<file path="src/rtl/sort_pkg.sv">
// Shared constants and FSM encoding for the rank-sort sequencer.
package sort_pkg;

  localparam int DN              = 25;          // samples per window
  localparam int DW              = 8;           // bits per sample
  localparam int SW              = $clog2(DN);  // bits per rank/index
  localparam int WIN_W           = DW * DN;     // flattened window width
  localparam int SEQ_W           = SW * DN;     // flattened index-vector width
  localparam int TIMEOUT_DEFAULT = 15;          // WAIT cycles before abort

  // One-hot sequencer states.
  typedef enum logic [5:0] {
    ST_IDLE    = 6'b000001,
    ST_LAUNCH  = 6'b000010,
    ST_WAIT    = 6'b000100,
    ST_HOLD    = 6'b001000,
    ST_CAPTURE = 6'b010000,
    ST_ABORT   = 6'b100000
  } state_t;

endpackage

</file>
<file path="src/rtl/sort_slot_reg.sv">
// Single-entry valid/hold register. Used as the window in-slot and the
// result out-slot of the sort sequencer.
module sort_slot_reg #(
  parameter int W = 8
) (
  input  logic         clk,
  input  logic         rst,
  input  logic         load,
  input  logic         clear,
  input  logic [W-1:0] din,
  output logic         full,
  output logic [W-1:0] dout
);

  // Load has priority over clear so a slot can be drained and refilled on one edge.
  always_ff @(posedge clk) begin
    // NOTE: the data register is reset as well, so every output reads 0 out of reset
    // rather than whatever the flops powered up with.
    if (rst) begin
      full <= 1'b0;
      dout <= '0;
    end else if (load) begin
      // NOTE: non-blocking assignments here let the consumer sample the old dout on
      // the same edge that loads the new one.
      full <= 1'b1;
      dout <= din;
    end else if (clear) begin
      full <= 1'b0;
    end
  end

endmodule

</file>
<file path="src/rtl/sort_sched.sv">
// Sequencer for the 5x5 parallel rank sorter: takes a window, launches one
// sort, captures the sorted index vector and hands window + indices on.
// A watchdog aborts a sort that never finishes and re-syncs the sorter.
module sort_sched
  import sort_pkg::*;
#(
  parameter int TIMEOUT = TIMEOUT_DEFAULT
) (
  input  logic             clk,
  input  logic             rst,
  input  logic             win_valid,
  output logic             win_ready,
  input  logic [WIN_W-1:0] win_data,
  output logic             sort_sig,
  output logic [WIN_W-1:0] sort_data,
  output logic             sort_rst_n,
  input  logic             sort_finish,
  input  logic [SEQ_W-1:0] sort_seq,
  output logic             out_valid,
  input  logic             out_ready,
  output logic [WIN_W-1:0] out_data,
  output logic [SEQ_W-1:0] out_seq,
  output logic             sort_err,
  output logic [15:0]      win_cnt
);

  localparam int WDW = $clog2(TIMEOUT + 1);

  state_t                   state;
  logic [WDW-1:0]           wd_cnt;
  logic                     in_full;
  logic                     out_full;
  logic                     out_free;
  logic                     go_capture;
  logic                     go_abort;
  logic                     in_load;
  logic                     in_clear;
  logic                     out_load;
  logic [WIN_W+SEQ_W-1:0]   out_q;

  assign out_free = !out_full;

  // The in-slot is released on the edge that enters CAPTURE or ABORT, so
  // win_ready is already high during those cycles and the next window lands
  // on the same edge the current one moves to the out-slot.
  assign go_capture = ((state == ST_WAIT) && sort_finish && out_free) ||
                      ((state == ST_HOLD) && out_free);
  assign go_abort   = (state == ST_WAIT) && !sort_finish &&
                      (wd_cnt == WDW'(TIMEOUT - 1));

  assign in_load   = win_valid && win_ready;
  assign in_clear  = go_capture || go_abort;
  assign out_load  = (state == ST_CAPTURE);

  assign win_ready = !in_full;
  assign out_valid = out_full;
  assign {out_data, out_seq} = out_q;

  sort_slot_reg #(.W(WIN_W)) u_in_slot (
    .clk   (clk),
    .rst   (rst),
    .load  (in_load),
    .clear (in_clear),
    .din   (win_data),
    .full  (in_full),
    .dout  (sort_data)
  );

  // A new result may load while out_ready drains the old one; out_valid then stays high.
  sort_slot_reg #(.W(WIN_W + SEQ_W)) u_out_slot (
    .clk   (clk),
    .rst   (rst),
    .load  (out_load),
    .clear (out_ready),
    .din   ({sort_data, sort_seq}),
    .full  (out_full),
    .dout  (out_q)
  );

  // Sequencer FSM with watchdog, error flag, window counter and sorter control.
  // Every path into LAUNCH passes through IDLE, which is the one idle cycle the
  // sorter needs after a CAPTURE or ABORT.
  always_ff @(posedge clk) begin
    if (rst) begin
      state      <= ST_IDLE;
      wd_cnt     <= '0;
      sort_sig   <= 1'b0;
      sort_rst_n <= 1'b0;
      sort_err   <= 1'b0;
      win_cnt    <= '0;
    end else begin
      sort_sig   <= 1'b0;
      sort_rst_n <= 1'b1;
      case (state)
        ST_IDLE: begin
          if (in_full) begin
            state    <= ST_LAUNCH;
            sort_sig <= 1'b1;
          end
        end
        ST_LAUNCH: begin
          wd_cnt <= '0;
          state  <= ST_WAIT;
        end
        ST_WAIT: begin
          wd_cnt <= wd_cnt + 1'b1;
          if (sort_finish) begin
            // sort_seq is not valid yet; CAPTURE/HOLD sample it a cycle later.
            state <= out_free ? ST_CAPTURE : ST_HOLD;
          end else if (go_abort) begin
            state      <= ST_ABORT;
            sort_rst_n <= 1'b0;
          end
        end
        ST_HOLD: begin
          if (out_free) state <= ST_CAPTURE;
        end
        ST_CAPTURE: begin
          win_cnt <= win_cnt + 1'b1;
          state   <= ST_IDLE;
        end
        ST_ABORT: begin
          sort_err <= 1'b1;
          state    <= ST_IDLE;
        end
        default: state <= ST_IDLE;
      endcase
    end
  end

endmodule
</file>
<file path="config.mk">
export PLATFORM = sky130hd
export DESIGN_NAME = sort_sched
export DESIGN_NICKNAME = d
export VERILOG_FILES = /design/src/rtl/sort_pkg.sv /design/src/rtl/sort_slot_reg.sv /design/src/rtl/sort_sched.sv
export SDC_FILE = /design/constraint.sdc
export NUM_CORES = 1
export LEC_CHECK = 0
export CORE_AREA = 2 2 342 344
export DETAILED_ROUTE_END_ITERATION = 8
export DIE_AREA = 0 0 344 346
export PLACE_DENSITY = 0.51
export SKIP_LAST_GASP = 1
export SYNTH_ARGS = -nofsm -noshare
export SYNTH_HDL_FRONTEND = slang
export SYNTH_HIERARCHICAL = 1
export SYNTH_SLANG_ARGS = --single-unit
</file>
<file path="constraint.sdc">
create_clock -name clk -period 2.3 [get_ports clk]
set_clock_uncertainty 0.2 [all_clocks]
set_input_delay 0.46 -clock clk [delete_from_list [all_inputs] [get_ports clk]]
set_output_delay 0.46 -clock clk [all_outputs]
set_load 0.01 [all_outputs]
</file>
==> flow_summary.json <==
{
  "powerDensity_mw_per_mm2": 716,
  "worst_pin_slew_ns": 0.505,
  "fillers": 12200,
  "finalWirelength_um": 83000,
  "vias_per_cell": 3.78,
  "grt_pass1_wl_um": 116000,
  "synth-compound-area-share_pct": 0.907,
  "pin_count": 876,
  "synthMuxAreaShare_pct": 26.1,
  "final_cell_area_mm2": 0.0337,
  "critPathCaptureType": "flip-flop",
  "yosys_warnings": 6,
  "fin_nets": 3142,
  "syn_to_final_growth_pct": 67.2,
  "tns_ns": 0,
  "drtPass1Iterations": 4,
  "clockPowerShare_pct": 48.9,
  "final.setup.worst_slack_ns": 0.0787,
  "cts_max_level": 3,
  "place_congestion": 0.823,
  "clockRootBuffer": "clkbuf_16",
  "synth-simple-area-share_pct": 12.0,
  "seq_power_share_pct": 41.9,
  "grt_pass1_vias": 16400,
  "multiInputGateArea_mm2": 0.00800,
  "maxCapViolations": 0,
  "synth_top_family_by_area": "multiplexers",
  "place.detailed.hpwl_um": 64200,
  "intPower_uw": 18400,
  "grt_max_degree": 61,
  "syn_area_per_cell_um2": 10.8,
  "hp-class": "in2reg",
  "p_leak_uw": 0.0131,
  "path_clk_slew_ns": 0.06,
  "finalHoldViolations": 0,
  "cp-start-kind": "flip-flop",
  "swShare_pct": 23.5,
  "power.share.combinational_pct": 9.2,
  "critPathRequiredTime_ns": 2.60,
  "cts_buffers": 70,
  "synth_cell_types": 43,
  "fin_util_pct": 29.2,
  "drt_iter0_markers": 625,
  "synth-seq-cells": 556,
  "num_rows": 125,
  "path_max_fanout": 12,
  "synth_xor_area_share_pct": 0.348,
  "postSynthCellCount": 1858,
  "die_h_um": 346,
  "regArea_mm2": 0.0111,
  "pre_cts_ws_ns": -0.0501,
  "die_w_um": 344,
  "io_buffer_count": 875,
  "final_cells": 4394,
  "coreArea_mm2": 0.115,
  "synthAdderAreaFrac_pct": 0.186,
  "p_switching_uw": 5660,
  "start_util_pct": 17.4,
  "placed_area_mm2": 0.0312,
  "clkSinkCount": 556,
  "syn-cell-area_mm2": 0.0201,
  "period_needed_ns": 2.22,
  "grt_overflow": 0,
  "ir_worst_vdd_uv": 511,
  "vias": 16600,
  "outcome": "finished clean",
  "track_usage_pct": 13.2,
  "wl_per_cell_um": 18.9,
  "route.detailed.drc": 0,
  "ys_seq_area_share_pct": 55.3,
  "rsz0062_at_grt": "yes",
  "drv_slew": 0,
  "antenna_found_initial": 22,
  "clock.fmax_ghz": 0.450,
  "final_antenna_net_count": 0,
  "dieArea_mm2": 0.119,
  "finalCritPeriodShare_pct": 96.6,
  "clock_latency_ns": 0.62,
  "max_slew_margin_pct": 66.0,
  "crit_arrival_ns": 2.52,
  "drive_gt1_share_pct": 9.28,
  "dpl.cell_count": 4257,
  "cts_tree": "done",
  "cts_buffer_depth": 3,
  "synth_nets": 2191,
  "critPathKind": "reg2reg",
  "setup_violations": 0
}
-- stage by stage --
step           hold WS (ns)  power (µW)
6_report              0.248       24100
5_1_grt               0.202       25100
4_1_cts               0.172       24600
3_5_place_dp          0.263       12600
3_3_place_gp          0.257       12600
2_1_floorplan         0.262       11200
-- synthesized netlist by cell type, drive strengths merged --
cell type	number	area, µm²
a31oi	3	18.8
a21oi	11	55.1
and4	2	17.5
nand2b	4	25.0
nand3	10	50.1
a221oi	1	8.76
o21ba	1	10.0
ha	3	37.5
o31ai	2	15.0
and2b	1	7.51
o21ai	7	35.0
mux2i	525	5260
and3b	1	8.76
o31a	1	8.76
a22oi	1	7.51
nor2b	4	25.0
or2	1	6.26
inv	10	37.5
nor4	8	50.1
buf	93	888
nor3	5	25.0
dfxtp	556	11100
or3	7	43.8
xnor2	6	52.6
a2bb2oi	1	8.76
and3	1	6.26
nand2	8	30.0
nand3b	3	22.5
xor2	2	17.5
or4	5	41.3
nor3b	1	7.51
nand4b	3	26.3
nor2	536	2010
a211oi	1	7.51
nand4	3	18.8
clkbuf	30	113
o21bai	1	7.51
-- power groups by stage --
stage | Clock [µW] | Sequential (µW) | Combinational (µW)
after floorplan | 0 | 10400 | 813
after global placement | 0 | 10300 | 2300
after detailed placement | 0 | 10300 | 2300
after CTS | 12200 | 10100 | 2260
after global routing | 12600 | 10100 | 2380
final | 11800 | 10100 | 2220
-- cells by family after synthesis --
group / count (synthesis)
multiplexers: 525
adder cells (fa/ha/maj): 3
AND/OR/NAND/NOR: 603
AO/OA/AOI/OAI: 30
flip-flops: 556
buffers and inverters: 133
XOR/XNOR: 8
-- cells in the final DEF (no fill, tap or decap), drive strengths merged, types with 8 or more instances in the layout --
cell type,netlist,layout
a21oi,11,11
buf,93,126
bufinv,0,8
clkbuf,30,102
clkdlybuf4s50,0,723
clkinv,0,14
dfxtp,556,556
dlygate4sd2,0,125
dlymetal6s2s,0,26
inv,10,14
mux2i,525,525
nand2,8,8
nand3,10,10
nor2,536,536
nor4,8,8
-- final cells by class --
type,count,share of cell area (%)
Multi-Input combinational cell,1169,23.8
Clock inverter,27,1.22
Timing Repair Buffer,1002,29.9
Inverter,10,0.111
Sequential cell,556,33.1
Clock buffer,101,6.21
Tap cell,1524,5.66
Antenna cell,5,0.0371
-- sequential cells by signal, summed over array words and instances (netlist names), 4 cells and up --
name and count:
u_out_slot/dout 325, u_in_slot/dout 200, win_cnt 16, state 6
wd_cnt 4
-- critical path, stage by stage, from the launching register on --
cell,delay [ns]
dfxtp_1,0.31
or4_4,0.59
nor2_4,0.14
buf_4,0.18
clkbuf_16,0.21
buf_4,0.20
mux2i_1,0.20
nor2_1,0.06
-- worst paths after layout --
path / from / to / slack, ns / depth (start not counted)
setup reg to reg: state[0]$_SDFFE_PP1P_ / u_out_slot/dout[67]$_SDFFE_PP0P_ / 0.08 / 7
hold reg to reg: u_out_slot/dout[298]$_SDFFE_PP0P_ / u_out_slot/dout[298]$_SDFFE_PP0P_ / 0.29 / 2
hold / removal: win_data[131] / u_in_slot/dout[131]$_SDFFE_PP0P_ / 0.25 / 3
setup / recovery: state[0]$_SDFFE_PP1P_ / u_out_slot/dout[67]$_SDFFE_PP0P_ / 0.08 / 7
-- routing by layer --
layer / vias to the layer above / routed length, µm / GRT usage, %
met5: - / 111 / 0
met4: 16 / 2040 / 3.84
met3: 124 / 7710 / 5.52
met2: 593 / 40300 / 22.7
met1: 7714 / 32800 / 14.9
li1: 8150 / - / -
-- timing repair --
| action | in CTS | in global routing |
|---|---|---|
| cloned | 0 | 1 |
| pin swaps | 0 | 3 |
| resized for setup | 138 | 30 |
| endpoints found under the setup margin | 286 | 38 |
| setup buffers | 0 | 2 |
| hold buffers | 1 | 0 |
| hold endpoints to repair | 9 | 0 |
Note: power is estimated with default switching activity, not from simulation.
